File: src/rtl/mem_access_pkg.sv
// Shared memory-access encodings for the load-extraction and store paths,
// plus the store buffer entry layout.
package mem_access_pkg;

  localparam int MA_DATA_BITS = 32;
  localparam int MA_ADDR_BITS = 32;

  localparam logic [1:0] SZ_WORD  = 2'd0;
  localparam logic [1:0] SZ_BYTE  = 2'd1;
  localparam logic [1:0] SZ_HALF  = 2'd2;
  localparam logic [1:0] SZ_UNDEF = 2'd3;

  localparam logic [3:0] BE_ALL = 4'b1111;
  localparam logic [3:0] BE_LO  = 4'b0011;
  localparam logic [3:0] BE_HI  = 4'b1100;

  // Only the word address is kept; the lane is carried by be.
  typedef struct packed {
    logic [MA_ADDR_BITS-3:0] waddr;
    logic [MA_DATA_BITS-1:0] wdata;
    logic [3:0]              be;
  } swb_entry_t;

endpackage

File: src/rtl/store_aligner.sv
// Places right-justified store data onto byte lanes and derives byte enables;
// flags widths/offsets that cannot be expressed as a single aligned write.
module store_aligner
  import mem_access_pkg::*;
(
  input  logic [1:0]              addr_lo,
  input  logic [MA_DATA_BITS-1:0] data,
  input  logic [1:0]              store_word,
  output logic [MA_DATA_BITS-1:0] wdata,
  output logic [3:0]              be,
  output logic                    illegal
);

  always_comb begin
    wdata   = data;
    be      = 4'b0000;
    illegal = 1'b0;
    case (store_word)
      SZ_WORD: begin
        wdata   = data;
        be      = BE_ALL;
        illegal = (addr_lo != 2'b00);
      end
      SZ_BYTE: begin
        wdata = {4{data[7:0]}};
        be    = 4'b0001 << addr_lo;
      end
      SZ_HALF: begin
        wdata   = {2{data[15:0]}};
        be      = addr_lo[1] ? BE_HI : BE_LO;
        illegal = addr_lo[0];
      end
      default: begin
        illegal = 1'b1;
      end
    endcase
  end

endmodule

File: src/rtl/store_write_buffer.sv
// Store write buffer: aligns MEM-stage stores, queues them in a small FIFO and
// drains them to data memory over req/ack, flagging loads to pending words.
module store_write_buffer
  import mem_access_pkg::*;
#(
  parameter int DATA_BITS = MA_DATA_BITS,
  parameter int ADDR_BITS = MA_ADDR_BITS,
  parameter int DEPTH     = 4
) (
  input  logic                 clk,
  input  logic                 rst_n,
  input  logic                 st_valid,
  output logic                 st_ready,
  input  logic [ADDR_BITS-1:0] st_addr,
  input  logic [DATA_BITS-1:0] st_data,
  input  logic [1:0]           StoreWord,
  output logic                 misaligned,
  output logic                 mem_req,
  input  logic                 mem_ack,
  output logic [ADDR_BITS-1:0] mem_addr,
  output logic [DATA_BITS-1:0] mem_wdata,
  output logic [3:0]           mem_be,
  input  logic [ADDR_BITS-1:0] ld_addr,
  output logic                 ld_conflict,
  output logic                 empty
);

  localparam int PTR_W = $clog2(DEPTH);
  localparam int CNT_W = PTR_W + 1;
  localparam logic [CNT_W-1:0] CNT_FULL = CNT_W'(DEPTH);

  logic [PTR_W-1:0]     wr_ptr, rd_ptr;
  logic [CNT_W-1:0]     count;
  logic [DEPTH-1:0]     entry_valid;
  swb_entry_t           fifo [DEPTH];

  logic [DATA_BITS-1:0] al_wdata;
  logic [3:0]           al_be;
  logic                 al_illegal;
  logic                 accept, push, pop;
  swb_entry_t           head;
  logic                 unused_ld_lane;

  store_aligner u_aligner (
    .addr_lo    (st_addr[1:0]),
    .data       (st_data),
    .store_word (StoreWord),
    .wdata      (al_wdata),
    .be         (al_be),
    .illegal    (al_illegal)
  );

  assign st_ready = (count != CNT_FULL);
  assign empty    = (count == '0);
  assign mem_req  = !empty;
  assign accept   = st_valid && st_ready;
  assign push     = accept && !al_illegal;
  assign pop      = mem_req && mem_ack;

  assign head      = fifo[rd_ptr];
  assign mem_addr  = {head.waddr, 2'b00};
  assign mem_wdata = head.wdata;
  assign mem_be    = head.be;

  always_ff @(posedge clk or negedge rst_n) begin
    if (!rst_n) begin
      wr_ptr      <= '0;
      rd_ptr      <= '0;
      count       <= '0;
      entry_valid <= '0;
      misaligned  <= 1'b0;
    end else begin
      misaligned <= accept && al_illegal;
      if (push) begin
        wr_ptr <= wr_ptr + 1'b1;
      end
      if (pop) begin
        rd_ptr <= rd_ptr + 1'b1;
      end
      case ({push, pop})
        2'b10:   count <= count + 1'b1;
        2'b01:   count <= count - 1'b1;
        default: count <= count;
      endcase
      // wr_ptr never equals rd_ptr on a simultaneous push/pop unless empty,
      // and pop requires non-empty, so these never collide on one bit.
      for (int i = 0; i < DEPTH; i++) begin
        if (pop && rd_ptr == PTR_W'(i)) begin
          entry_valid[i] <= 1'b0;
        end
        if (push && wr_ptr == PTR_W'(i)) begin
          entry_valid[i] <= 1'b1;
        end
      end
    end
  end

  // Payload storage needs no reset: entry_valid and count qualify every read.
  always_ff @(posedge clk) begin
    if (push) begin
      fifo[wr_ptr] <= '{waddr: st_addr[ADDR_BITS-1:2], wdata: al_wdata, be: al_be};
    end
  end

  always_comb begin
    ld_conflict = 1'b0;
    for (int i = 0; i < DEPTH; i++) begin
      if (entry_valid[i] && fifo[i].waddr == ld_addr[ADDR_BITS-1:2]) begin
        ld_conflict = 1'b1;
      end
    end
  end

  assign unused_ld_lane = ^ld_addr[1:0];

endmodule

File: config.mk
export PLATFORM = sky130hd
export DESIGN_NAME = store_write_buffer
export DESIGN_NICKNAME = d
export VERILOG_FILES = /design/src/rtl/mem_access_pkg.sv /design/src/rtl/store_aligner.sv /design/src/rtl/store_write_buffer.sv
export SDC_FILE = /design/constraint.sdc
export NUM_CORES = 1
export LEC_CHECK = 0
export BUFFER_PORTS_ARGS = -buffer_cell sky130_fd_sc_hd__buf_2
export CELL_PAD_IN_SITES_DETAIL_PLACEMENT = 1
export CELL_PAD_IN_SITES_GLOBAL_PLACEMENT = 2
export CORE_UTILIZATION = 35
export CTS_BUF_LIST = sky130_fd_sc_hd__clkbuf_16
export CTS_CLUSTER_DIAMETER = 200
export DETAILED_ROUTE_END_ITERATION = 8
export GPL_ROUTABILITY_DRIVEN = 0
export PLACE_DENSITY = 0.81
export REMOVE_ABC_BUFFERS = 1
export SYNTH_ARGS = -nofsm -noshare
export SYNTH_HDL_FRONTEND = slang
export SYNTH_SLANG_ARGS = --single-unit
File: constraint.sdc
create_clock -name clk -period 3.1 [get_ports clk]
set_input_delay 0.62 -clock clk [delete_from_list [all_inputs] [get_ports clk]]
set_output_delay 0.62 -clock clk [all_outputs]
set_load 0.02 [all_outputs]
==> reports/metrics.cfg <==
[run_status]
run_status = finished clean

[clock_tree]
clock-root-buffer = clkbuf_16
postCtsSetupBuffers = 0
cts_sinks = 276
tritoncts_clock_tree = yes
clock_pin_slew_of_the_registers_on_the_worst_case_setup_and_hold_paths_ps = 60
tritoncts.num_buffers = 30
max-clock-path-buffers = 3
cts-htree-levels = 1
clock_latency_ps = 560

[global_routing]
grt_max_degree = 40
first_global_vias = 7324
grt_antenna_before_repair = 2
global_route.overflow_total = 0
gr-usage-all-layers_pct = 17.3
grt_pass1_wl_mm = 45.4

[synthesis]
synth_top_area_share_pct = 65.4
synth_simple_gate_area_share_pct = 3.84
synth.area.mux_share_pct = 12.4
synth_seq_cells = 276
synth_compound_gate_area_share_pct = 2.46
postSynthCellCount = 678
unique_masters_post_synth = 33
dominantRegCellSynth = edfxtp_1
synth.yosys.seq_area_share_pct = 67.9
ys_async_sr_fraction_pct = 4.35
largest_family_of_logic_cells_by_synthesized_area = multiplexers
cell_area_after_technology_mapping_mm2 = 0.0121
synth-xor-area-share_pct = 9.03
post_synth_fa_ha_maj_area_fraction_pct = 1.51
synth.largest_area_cell = edfxtp_1
yosysWarnings = 0
ys_top_cells_by_area = edfxtp_1 65%, mux4_2 12%, xnor2_1 5.7%
synth-edff-count = 264
postSynthAreaPerCell_um2 = 17.9

[setup_path]
critical_path.endpoint_type = primary output
arrival_ps = 2320
critical_path_required_ps = 2480
critical_path.cell_chain = xor2_1 -> nor4_1 -> nand4_1 -> nand4_1 -> buf_2
path_max_fanout = 2
timing.critical_path.mode_cell = nand4_1
crit_slowest_cell = nor4_1
cpPeakStageDelay_ps = 590
critPathKind = reg2out
worstSetupStartpointType = flop

[route]
viasPerCell = 5.01
drt_total_wl_mm = 30.5
postRouteAntennaNets = 0
remaining_drc_errors = 0
wl_per_cell_um = 22.8
vias = 6688
count_of_routing_violations_after_the_opening_detailed_route_iteration = 505
firstDrtPassIters = 7

[pwr]
report.power.total_uw = 12500
peakVddDrop_mv = 0.553
cellPowerDensity_mw_per_mm2 = 855
lkg_pwr_uw = 0.00514

[timing]
timing.max_slew.rel_slack_pct = 57.0
skew_ps = 19.3
setup_viol_count_final = 0
timing.fmax_mhz = 341
min_period_over_period_pct = 94.7
timing.final.hold_violations = 0
slew_violations = 0
post-route-min-period_ps = 2940
grt_setup_unrepaired = false
worstMarginPinSlew_ps = 638

[die]
design.core.area_mm2 = 0.0338
i_o_pin_count = 175
width_of_the_die_um = 188
fp.dieH_um = 188
start_util_pct = 35.9
rows = 67
area_of_the_die_mm2 = 0.0354

[place]
placedCellCount = 1278
post-dp-hpwl_mm = 21.7
count_of_input_and_output_buffers = 170

[min_path]
hold_path_class = in2reg

[cells_and_area]
layout.cells.non_filler = 1336
finish.net_count = 979
syn_to_final_growth_pct = 20.4
final_layout_size_suffix_gt1_share_pct = 34.9

[flow_run]
max-cap-violations = 0

[sequential cells by signal (all words and copies together), names as in the netlist]
| register | flops |
|---|---|
| fifo | 264 |
| entry_valid | 4 |
| count | 3 |
| rd_ptr | 2 |
| wr_ptr | 2 |
| misaligned | 1 |
[through the flow]
step	hold slack (ps)	utilization (%)	area (µm²)	setup TNS, ps	worst slack [ps]
2_1_floorplan	324	-	11900	-199300	-931
3_3_place_gp	483	40.3	13600	0	433
3_5_place_dp	491	40.3	13600	0	415
4_1_cts	270	43.2	14600	0	140
5_1_grt	280	43.2	14600	0	70.9
6_report	294	43.2	14600	0	164
[power breakdown]
| group | switching (µW) | internal, µW |
|---|---|---|
| sequential | 277 | 4670 |
| combinational | 2350 | 1710 |
| clock | 1420 | 2040 |
| total | 4050 | 8420 |
[layout by cell type (no fill, tap or decap), drive strengths merged]
cell type    instances
a22oi                8
nand2               15
diode                1
xor2                46
clkinv              10
dlygate4sd3          1
or3                  1
a21o                 1
nand2b               3
xnor2               79
nand3                1
conb                 2
mux4                66
buf                195
edfxtp             264
a21oi               13
dfrtp               12
a22o                12
fa                   1
nand4               25
o22ai                8
inv                 33
clkbuf              31
mux2                 1
nor3                 1
ha                  13
nor4                16
o21ai                2
and2                 6
nor2                18
bufinv               3
[area by class of cell]
| cell class | instances | area (µm²) |
|---|---|---|
| Fill cell | 3342 | 19200 |
| Tap cell | 448 | 561 |
| Clock inverter | 25 | 183 |
| Inverter | 21 | 78.8 |
| Sequential cell | 276 | 8230 |
| Timing Repair Buffer | 196 | 1200 |
| Antenna cell | 1 | 2.50 |
| Clock buffer | 31 | 776 |
| Multi-Input combinational cell | 338 | 3560 |
[worst paths after layout]
check                      depth (start not counted)                    end  slack, ps                  start
min in group asynchronous                          2   count[2]$_DFFE_PN0P_        490                  rst_n
hold / removal                                     1  fifo[0][65]$_DFFE_PP_        290            st_addr[31]
max in group asynchronous                          2  rd_ptr[0]$_DFFE_PN0P_       2330                  rst_n
setup / recovery                                   5            ld_conflict        160  fifo[1][54]$_DFFE_PP_
hold reg to reg                                    1   count[2]$_DFFE_PN0P_        500   count[2]$_DFFE_PN0P_
setup reg to reg                                  11   count[2]$_DFFE_PN0P_       1100   count[0]$_DFFE_PN0P_
[cell usage after synthesis, types with 8 or more instances]
cell	instances
nand4_1	25
xnor2_1	79
clkbuf_1	24
mux4_2	66
inv_1	21
a22o_1	12
dfrtp_1	12
ha_1	13
a21oi_1	13
nor2_1	18
o22ai_1	8
edfxtp_1	264
a22oi_1	8
nand2_1	15
xor2_1	46
nor4_1	16
[cell families after synthesis]
logic type                 after synthesis
DFF                                    276
adders and majority gates               14
and+or+nand+nor                         86
xor gates and xnor gates               125
other                                    1
AOI/OAI and AO/OA                       44
buffers and inverters                   65
muxes                                   67
[worst max-delay path: cells and delay by family, from the launching register on]
kind / cells / cell delay [ps]
simple gates: 3 / 980
flops: 1 / 420
xor+xnor: 1 / 190
buf+inv: 1 / 190
[layer usage]
| metal | GRT usage [%] | vias up | wire length, µm |
|---|---|---|---|
| met3 | 5.54 | 34 | 2730 |
| met2 | 30.0 | 253 | 15400 |
| met5 | 0 | - | 14 |
| li1 | - | 3004 | - |
| met1 | 21.0 | 3395 | 11900 |
| met4 | 3.16 | 2 | 487 |
[repair_timing]
| item | in CTS | in global routing |
|---|---|---|
| hold buffers | 1 | 0 |
| gates resized for setup | 0 | 0 |
| hold endpoints to repair | 12 | 0 |
No activity file was read; power rests on OpenSTA's default activity.
